===== src/rtl/traffic_light.sv =====
// rtl/traffic_light.sv - four-phase two-way intersection light controller
module traffic_light #(
    parameter int S1_CYCLES = 3,
    parameter int S2_CYCLES = 15,
    parameter int S3_CYCLES = 3,
    parameter int S4_CYCLES = 15
) (
    input  logic       clock,
    input  logic       reset,
    output logic [2:0] ns,
    output logic [2:0] we
);

    localparam int MAX_12 = (S1_CYCLES > S2_CYCLES) ? S1_CYCLES : S2_CYCLES;
    localparam int MAX_34 = (S3_CYCLES > S4_CYCLES) ? S3_CYCLES : S4_CYCLES;
    localparam int MAX_CYCLES = (MAX_12 > MAX_34) ? MAX_12 : MAX_34;
    localparam int CW = $clog2(MAX_CYCLES) + 1;

    // One-hot encoding so a corrupted register lands in the all-red default branch.
    typedef enum logic [3:0] {
        s1 = 4'b0001,
        s2 = 4'b0010,
        s3 = 4'b0100,
        s4 = 4'b1000
    } state_t;

    state_t        state;
    state_t        next;
    logic [CW-1:0] cnt;
    logic [CW-1:0] last;
    logic          legal;

    always_comb begin
        last  = '0;
        next  = s1;
        legal = 1'b1;
        case (state)
            s1: begin last = CW'(S1_CYCLES - 1); next = s2; end
            s2: begin last = CW'(S2_CYCLES - 1); next = s3; end
            s3: begin last = CW'(S3_CYCLES - 1); next = s4; end
            s4: begin last = CW'(S4_CYCLES - 1); next = s1; end
            default: begin last = '0; next = s1; legal = 1'b0; end
        endcase
    end

    always_ff @(posedge clock or negedge reset) begin
        if (!reset) begin
            state <= s1;
            cnt   <= '0;
        end else if (!legal || cnt >= last) begin
            state <= next;
            cnt   <= '0;
        end else begin
            cnt <= cnt + 1'b1;
        end
    end

    // Lamp vectors are {red, yellow, green}.
    always_comb begin
        ns = 3'b100;
        we = 3'b100;
        case (state)
            s1: begin ns = 3'b100; we = 3'b010; end
            s2: begin ns = 3'b001; we = 3'b100; end
            s3: begin ns = 3'b010; we = 3'b100; end
            s4: begin ns = 3'b100; we = 3'b001; end
            default: begin ns = 3'b100; we = 3'b100; end
        endcase
    end

endmodule


===== config.mk =====
export PLATFORM = sky130hd
export DESIGN_NAME = traffic_light
export DESIGN_NICKNAME = d
export VERILOG_FILES = /design/src/rtl/traffic_light.sv
export SDC_FILE = /design/constraint.sdc
export NUM_CORES = 1
export LEC_CHECK = 0
export ABC_AREA = 1
export CORE_MARGIN = 8
export CORE_UTILIZATION = 36
export DETAILED_ROUTE_END_ITERATION = 10
export SLEW_MARGIN = 20
export SYNTH_ARGS = -nofsm -noshare
export SYNTH_HDL_FRONTEND = slang
export SYNTH_SLANG_ARGS = --single-unit

===== constraint.sdc =====
create_clock -name clock -period 5.4 [get_ports clock]
set_input_delay 0.81 -clock clock [delete_from_list [all_inputs] [get_ports clock]]
set_output_delay 0.81 -clock clock [all_outputs]
set_load 0.005 [all_outputs]

# After elaboration in Yosys (flattened, before gate mapping)
# Cells that the tools add are included.
# classes
add_sub_neg,1
n_reduce_logical,5
n_eq_ne,4
n_lt_le_gt_ge,1
mux,6
# ops
op,count
$pmux W3 S2,2
$pmux W4 S3,1
$pmux W4 S2,1
$add A5 B1 Y5 const B,1
$ge A5 B5 Y1,1
$mux W5,1
$eq A4 B1 Y1 const B,1
$eq A4 B2 Y1 const B,1
$eq A4 B3 Y1 const B,1
$eq A4 B4 Y1 const B,1
$reduce_or A2 Y1,2
$reduce_or A4 Y1,1
$logic_not A1 Y1,1
$logic_or A1 B1 Y1,1
$mux W1,1
# word_totals
output_inout_bits,6
ff_bits,9
in_bits,2
elab_cells,19

# Longest topological paths before layout
# Gate-level depths: netlist of the first run.
# logic_depth
word_depth,6
depth_mapped,13
ltp_nobuf,13

# Worst setup path after synthesis of the first run
# OpenSTA, ideal clock, no wires.
# synth_timing
kind,reg-to-reg
start,register state[0]
end,register state[3]
required_ns,5.283
setup_ns,0.117
path_buffers,0
path_slack_ns,3.484
stages_incl_launch_ff,13
arrival_time_ns,1.800
period_less_slack_ns,1.916
path_cell_list,dfstp_2 inv_1 nand2_2 nor2_4 nor2_4 nand2_4 ha_1 nand2_1 o21ai_0 nor2_4 nand2_8 nand2_2 nand2_1
# synth_between
elab_chain_len,5
word_cells_on_any_way,13
cone_classes,1 x order compare; 4 x eq/ne; 3 x mux; 5 x reduce/logical
# synth_lines
element,line,source
"start, declared",27,state_t state;
"start signal, assigned",51,state <= next;
$eq A4 B4 Y1 (tied with other cells),37,case (state)
$reduce_or A2 Y1 (no line) / $reduce_or A4 Y1 (equally long branches),--,
$pmux W4 S2 / $mux W1 (equally long branches),37,
$ge A5 B5 Y1 / $logic_not A1 Y1 (equally long branches),50,end else if (!legal || cnt >= last) begin
$logic_or A1 B1 Y1,50,
# Several ways; a longest one is shown, not always the timed one.
# A chain may end at the register's enable or synchronous reset.

# Worst setup path in the final report of the first run
# layout_timing
start,register state[0]
end,output ns[2]
# layout_between
elab_chain_len,2
word_cells_on_any_way,3
cone_classes,2 x eq/ne; 1 x mux
# layout_lines
element,line,source
$eq A4 B3 Y1 / $eq A4 B2 Y1 (equally long branches),62,case (state)
$pmux W3 S2 (*),62,
"end, declared",10,"output logic [2:0] ns,"
# Mark *: on every way between the ends. The rest lies on a longest branch, timed or not.

==> impl_metrics.tcl, run 1 <==
set metrics [dict create \
    status "completed" \
    leakagePower_nw 0.341 \
    syn-cell-area_um2 616 \
    endpoint_kind "primary output" \
    grt_pass1_wl_um 1700 \
    ys_top_cells_by_count "nand2_1 (12), inv_1 (9), dfrtp_1 (8)" \
    maxCapViolCount 0 \
    finalCriticalPeriod_ns 2.44 \
    syn_area_per_cell_um2 8.92 \
    finalWorstSetupSlack_ns 2.96 \
    postPlaceCellArea_um2 699 \
    io_pins 8 \
    rsz0062_at_grt "false" \
    clk_pin_slew_ns 0.06 \
    cts_resized 0 \
    num_antenna_cells 0 \
    routedWlPerCell_um 9.68 \
    setup_violations 0 \
    p_int_mw 0.0964 \
    post_cts.repair.setup_buffers 0 \
    power_density_nw_per_um2 162 \
    cts_tree "done" \
    cts.htree.levels 1 \
    synth_top_area_share_pct 32.5 \
    fin_worst_skew_ns 0.00336 \
    antenna_found_initial 0 \
    firstDrtPassIters 4 \
    drc 0 \
    place_ws_ns 3.21 \
    portBuffers 7 \
    clkPwrFrac_pct 41.1 \
    switching_share_pct 18.1 \
    synthCells 69 \
    insertion_delay_ns 0.25 \
    power_frac_seq_pct 57.3 \
    fillers 166 \
    power.switching_mw 0.0214 \
    arrival_ns 1.63 \
    drtAntennaViolNets 0 \
    routabilityCongestion 0.778 \
    die_area_um2 3290 \
    yosys.area.top_type "dfrtp_1" \
    coreArea_um2 1670 \
    clock.fmax_ghz 0.409 \
    dr.first_iter.drc_count 6 \
    grt_pass1_vias 405 \
    synth_top_flop_cell "dfrtp_1" \
    synth_fp_nets 75 \
    combPwrFrac_pct 1.6 \
    grt-ovfl-total 0 \
    grt_max_degree 10 \
    ys_warn_count 0 \
    cts_hold_buffers 0 \
    synth_area_leaders "dfrtp_1 (33%), nor2_4 (11%), ha_1 (8.1%)" \
    async_flop_share_pct 100 \
    die_h_um 57.4 \
    report.final.slew_viol_count 0 \
    seq_area_um2 226 \
    multiInputGateArea_um2 344 \
    critical_path.max_fanout 4 \
    hold_viol 0 \
    drive_above_1_share_pct 30.4 \
    grt_use_total_pct 6.76 \
    clock-root-buffer "clkbuf_4" \
    totalWireLength_um 929 \
    fin_area_um2 726 \
    fin_tns_setup_ns 0 \
    yosys_register_bits 9 \
    dpl.hpwl_um 810 \
    ir_drop_uv 92.9 \
    yosysMostFrequentCell "nand2_1" \
    hold_ws_ns 0.495 \
    worst_pin_slew_ns 0.396 \
    num_rows 15 \
    slew_headroom_pct 73.5 \
    ys_seq_area_share_pct 36.8 \
    rrSetupSlack_ns 3.39 \
    start_util_pct 36.9 \
    start_kind "flip-flop" \
    area_growth_syn_to_layout_pct 17.9 \
    cts_sinks 9 \
    nNetsFinal 86 \
    ys_types 19 \
    vias 446 \
    cp_data_required_time_ns 4.59 \
    drt-vias-per-instance 4.65 \
    synth_edf_count 0 \
    hp-class "flip-flop to flip-flop" \
    fin_crit_sh_pct 45.3 \
    clk_path_buf_depth 2 \
    die_x_um 57.4 \
    critPathKind "flip-flop to primary output" \
    cts_made_buffers 3 \
]
-- worst paths after layout --
kind,from,endpoint,cells past startpoint
max in group asynchronous,reset,state[0],1
worst max-delay path,state[0],ns[2],5
worst min register to register,cnt[0],cnt[0],1
min in group asynchronous,reset,cnt[2],1
worst min-delay path,cnt[0],cnt[0],1
worst max register to register,state[0],state[1],12
-- worst max-delay path: stages (launching register included) --
cell and delay (ns):
dfstp_2 0.54, inv_1 0.06, nand2_2 0.10, nor2_4 0.06, nor2_4 0.13, clkdlybuf4s50_1 0.51
-- cell type report --
cell class / count / area share (%)
timing repair buffer: 7 / 9.66
sequential: 9 / 31.2
tap: 17 / 2.93
clock buffer: 4 / 3.62
inverter: 10 / 5.17
multi-input combinational: 49 / 47.4
-- through the flow --
stage | util [%] | cells | power (mW)
detailed placement | 41.9 | 92 | 0.0707
finish | 43.4 | 96 | 0.118
global route | 43.4 | 96 | 0.126
floorplan | - | 69 | 0.0687
CTS | 43.4 | 96 | 0.121
global placement | 41.9 | 92 | 0.0706
-- state kept, by name, indices dropped and copies added (netlist names) --
name,cells
cnt,5
state,4
-- metal layers --
layer  GRT usage (%)  vias up  routed length (µm)  share of wire (%)
met1            7.52      201                 425                 46
met3            2.24        2                  48                5.2
li1                -      235                   -                  -
met4            7.50        0                  15                1.6
met2            9.32        8                 440                 47
met5               0        -                   0                  0
-- power by group through the flow --
stage / combinational, mW / clock, mW / sequential, mW
2_1_floorplan: 0.000000198 / 0 / 0.0687
3_3_place_gp: 0.00194 / 0 / 0.0687
3_5_place_dp: 0.00198 / 0 / 0.0687
4_1_cts: 0.00198 / 0.0516 / 0.0675
5_1_grt: 0.00219 / 0.0559 / 0.0674
6_report: 0.00186 / 0.0484 / 0.0675
-- kinds of logic after synthesis --
| group | synth area share (%) |
|---|---|
| adder cells (fa/ha/maj) | 8.13 |
| flip-flops | 36.8 |
| buffers and inverters | 7.32 |
| AND/OR/NAND/NOR | 41.5 |
| XOR/XNOR | 4.27 |
| AO/OA/AOI/OAI | 2.03 |
-- layout by cell type (no fill, tap or decap), types with 2 or more instances in the layout --
cell and count:
dfrtp_1 8, clkbuf_4 3, nor2_1 2, ha_1 4, inv_1 9, nand2_2 5
nor2_4 6, xor2_1 2, nand2_1 12, clkdlybuf4s50_1 7, nand3_1 6, nor2_2 6
(Power assumes the default switching activity.)
==> inputs of run 2 (changes only) <==
==> constraint.sdc (replaced) <==
create_clock -name clock -period 2.04 [get_ports clock]
set_input_delay 0.306 -clock clock [delete_from_list [all_inputs] [get_ports clock]]
set_output_delay 0.306 -clock clock [all_outputs]
set_load 0.005 [all_outputs]
==> impl_metrics.tcl, run 2 (synthesis results as in run 1) <==
set metrics [dict create \
    status "completed" \
    postPlaceCellArea_um2 714 \
    die_x_um 57.4 \
    grt_use_total_pct 7.49 \
    dpl.hpwl_um 866 \
    fin_crit_sh_pct 96.3 \
    start_util_pct 36.9 \
    hp-class "input pin to async pin" \
    finalCriticalPeriod_ns 1.96 \
    layout_common_cells "nand2_1 (12), nor2_4 (8), dfrtp_1 (8)" \
    grt-ovfl-total 0 \
    drive_above_1_share_pct 38.3 \
    setup_violations 0 \
    coreArea_um2 1670 \
    slowest_delay_ns 0.54 \
    critPathKind "flip-flop to primary output" \
    drc 0 \
    dr.first_iter.drc_count 6 \
    largest_registers "cnt: 5 flops, state: 4 flops" \
    clock.fmax_ghz 0.509 \
    path_cells "nand2_1 > nor2_4 > buf_4 > clkdlybuf4s50_1" \
    arrival_ns 1.66 \
    slew_headroom_pct 73.6 \
    firstDrtPassIters 3 \
    num_rows 15 \
    antenna_found_initial 0 \
    cp_data_required_time_ns 1.73 \
    cts_made_buffers 3 \
    start_kind "flip-flop" \
    fin_area_um2 772 \
    cts_tree "done" \
    drt-vias-per-instance 4.65 \
    maxCapViolCount 0 \
    routabilityCongestion 0.764 \
    worst_pin_slew_ns 0.394 \
    drtAntennaViolNets 0 \
    insertion_delay_ns 0.26 \
    path_delay_family "buffers and inverters" \
    fin_worst_skew_ns 0.00668 \
    largest_register_ffs 5 \
    clk_path_buf_depth 2 \
    worst_path_max_delay_cell "dfstp_2" \
    ir_drop_uv 214 \
    portBuffers 7 \
    cts_sinks 9 \
    rsz0062_at_grt "false" \
    critical_path.max_fanout 3 \
    leakagePower_nw 0.367 \
    area_growth_syn_to_layout_pct 25.4 \
    report.final.slew_viol_count 0 \
    grt_max_degree 10 \
    cp-startpoint "state[0]" \
    cts_hold_buffers 0 \
    vias 456 \
    nNetsFinal 88 \
    path_buf_inv 2 \
    die_h_um 57.4 \
    power_density_nw_per_um2 415 \
    clk_pin_slew_ns 0.06 \
    fin_tns_setup_ns 0 \
    r2r_start "state[3]" \
    grt_pass1_vias 445 \
    cts.htree.levels 1 \
    routedWlPerCell_um 10.6 \
    totalWireLength_um 1040 \
    io_pins 8 \
    final_common_cell "nand2_1" \
    post_cts.repair.setup_buffers 0 \
    die_area_um2 3290 \
    cts_resized 0 \
    grt_pass1_wl_um 1940 \
    num_antenna_cells 0 \
    endpoint_kind "primary output" \
    hold_viol 0 \
    clock-root-buffer "clkbuf_4" \
    regMostFlops "cnt" \
]
## run 2: metal layers
layer	share of wire, %	track usage, %
met1	49	9.48
met2	46	10.3
met3	2.0	1.12
met4	2.6	7.50
met5	0	0
## run 2: per-stage QoR
step / setup slack (ns) / utilization [%] / hold WS [ns] / std cells / power (mW)
3_5_place_dp: 0.0840 / 42.8 / 0.480 / 94 / 0.187
6_report: 0.0753 / 46.2 / 0.329 / 98 / 0.321
3_3_place_gp: 0.0905 / 42.8 / 0.480 / 94 / 0.187
4_1_cts: 0.0495 / 44.3 / 0.331 / 98 / 0.329
5_1_grt: 0.000697 / 46.2 / 0.367 / 98 / 0.333
2_1_floorplan: 0.124 / - / 0.0104 / 69 / 0.182
## run 2: worst register-to-register path: stages, from the launching register on
cell and delay [ns]:
dfrtp_1 0.41, inv_2 0.08, nand2_2 0.09, nor2_4 0.22
nor2_4 0.08, ha_1 0.29, a21boi_1 0.16, nor2_4 0.24
nand2_8 0.11, nand2_2 0.07, nand2_1 0.04
## run 2: final timing paths
path / endpoint / slack (ns) / cells past startpoint
worst max-delay path: we[1] / 0.08 / 4
worst min-delay path: cnt[2] / 0.33 / 1
worst max register to register: state[3] / 0.15 / 10
worst min register to register: cnt[0] / 0.49 / 1
max in group asynchronous: state[0] / 1.39 / 1
min in group clock: cnt[0] / 0.49 / 1
## run 2: report_power, final
part	internal, mW	switching, mW	total (mW)
Clock	0.0753	0.0617	0.137
Sequential	0.179	0	0.179
Combinational	0.00169	0.00322	0.00491
Total	0.256	0.0649	0.321
## run 2: cell type report
class                      instances  area, µm²
clock buffer                       4       26.3
fill                             155        898
inverter                          10       37.5
multi-input combinational         49        373
sequential                         9        226
tap                               17       21.3
timing repair buffer               9       87.6
==> inputs of run 3 (changes only) <==
--- a/config.mk
+++ b/config.mk
@@ -9,6 +9,7 @@
 export CORE_MARGIN = 8
 export CORE_UTILIZATION = 36
 export DETAILED_ROUTE_END_ITERATION = 10
+export REMOVE_ABC_BUFFERS = 1
 export SLEW_MARGIN = 20
 export SYNTH_ARGS = -nofsm -noshare
 export SYNTH_HDL_FRONTEND = slang
==> impl_metrics.tcl, run 3 (synthesis results as in run 1) <==
set metrics [dict create \
    cts_sinks 9 \
    firstDrtPassIters 2 \
    leakagePower_nw 0.351 \
    post_cts.repair.setup_buffers 0 \
    dr.first_iter.drc_count 1 \
    postPlaceCellArea_um2 714 \
    grt_use_total_pct 7.07 \
    clock.fmax_ghz 0.513 \
    drt-vias-per-instance 4.49 \
    rsz0062_at_grt "false" \
    routedWlPerCell_um 10.2 \
    slowest_delay_ns 0.54 \
    io_pins 8 \
    grt-ovfl-total 0 \
    fin_crit_sh_pct 95.5 \
    worst_pin_slew_ns 0.408 \
    total_power_mw 0.315 \
    routabilityCongestion 0.718 \
    critPathKind "flip-flop to primary output" \
    cts_made_buffers 3 \
    final_common_cell "nand2_1" \
    drc 0 \
    vias 440 \
    grt_pass1_vias 453 \
    drtAntennaViolNets 0 \
    cts.htree.levels 1 \
    arrival_ns 1.64 \
    status "completed" \
    p_int_mw 0.255 \
    start_util_pct 36.9 \
    hold_viol 0 \
    die_h_um 57.4 \
    clk_pin_slew_ns 0.06 \
    clock-root-buffer "clkbuf_4" \
    dpl.hpwl_um 837 \
    report.final.slew_viol_count 0 \
    fin_worst_skew_ns 0.00327 \
    largest_registers "cnt: 5 flops, state: 4 flops" \
    cp-startpoint "state[0]" \
    path_cells "nand2_1 > nor2_4 > buf_4 > clkdlybuf4s50_1" \
    coreArea_um2 1670 \
    layout_common_cells "nand2_1 (12), inv_1 (9), dfrtp_1 (8)" \
    drive_above_1_share_pct 33.3 \
    power_frac_seq_pct 56.7 \
    power_density_nw_per_um2 424 \
    totalWireLength_um 999 \
    endpoint_kind "primary output" \
    die_x_um 57.4 \
    nNetsFinal 88 \
    portBuffers 7 \
    critical_path.max_fanout 3 \
    power.switching_mw 0.0596 \
    clk_path_buf_depth 2 \
    combPwrFrac_pct 1.6 \
    antenna_found_initial 0 \
    r2r_start "state[0]" \
    worst_path_max_delay_cell "dfstp_2" \
    start_kind "flip-flop" \
    maxCapViolCount 0 \
    die_area_um2 3290 \
    area_growth_syn_to_layout_pct 20.7 \
    regMostFlops "cnt" \
    cts_tree "done" \
    slew_headroom_pct 72.7 \
    fin_area_um2 743 \
    largest_register_ffs 5 \
    num_rows 15 \
    path_delay_family "buffers and inverters" \
    finalCriticalPeriod_ns 1.95 \
    setup_violations 0 \
    hold_ws_ns 0.347 \
    grt_max_degree 10 \
    switching_share_pct 18.9 \
    insertion_delay_ns 0.25 \
    num_antenna_cells 0 \
    path_buf_inv 2 \
    hp-class "input pin to async pin" \
    ir_drop_uv 225 \
    grt_pass1_wl_um 1790 \
    cp_data_required_time_ns 1.73 \
    fin_tns_setup_ns 0 \
    clkPwrFrac_pct 41.7 \
]
run 3: power groups by stage:
stage / combinational [mW] / sequential, mW / clock (mW)
final: 0.00503 / 0.179 / 0.131
after detailed placement: 0.00515 / 0.182 / 0
after global routing: 0.00560 / 0.178 / 0.149
after floorplan: 0.000000192 / 0.182 / 0
after global placement: 0.00515 / 0.182 / 0
after CTS: 0.00518 / 0.179 / 0.141
run 3: worst reg2reg max path, cell delays in order (launching register included):
cell     delay (ns)
dfstp_2        0.54
inv_1          0.06
nand2_2        0.10
nor2_4         0.06
nor2_4         0.12
nand2_4        0.05
ha_1           0.26
nand2_1        0.07
o21ai_1        0.08
nor2_4         0.21
nand2_8        0.11
nand2_2        0.06
nand2_1        0.04
run 3: repair_timing:
action | 4_1_cts | 5_1_grt
setup endpoints to repair | 0 | 4
hold buffers | 0 | 0
gates resized for setup | 0 | 3
run 3: final cells by class:
type / count / area, µm²
Tap cell: 17 / 21.3
Multi-Input combinational cell: 49 / 347
Timing Repair Buffer: 9 / 85.1
Clock buffer: 4 / 26.3
Inverter: 10 / 37.5
Fill cell: 160 / 927
Sequential cell: 9 / 226
run 3: worst paths after layout:
check                           cells past startpoint       end  slack (ns)
max in group asynchronous                           1  state[0]        1.37
worst max-delay path                                4     we[1]        0.09
worst min register to register                      1    cnt[0]        0.49
worst min-delay path                                1    cnt[3]        0.35
worst max register to register                     12  state[3]        0.17
min in group clock                                  1    cnt[0]        0.49
run 3: stage by stage:
stage	utilization, %	std cells	setup slack, ns
5_1_grt	44.5	98	0.0102
2_1_floorplan	-	68	0.124
3_3_place_gp	42.8	94	0.103
3_5_place_dp	42.8	94	0.0714
6_report	44.5	98	0.0913
4_1_cts	44.3	98	0.0571
run 3: layer usage:
metal	wire length (µm)	vias to the layer above	track usage [%]
li1	-	237	-
met1	449	195	7.49
met2	502	6	10.6
met3	32	2	2.02
met4	14	0	7.50
met5	0	-	0
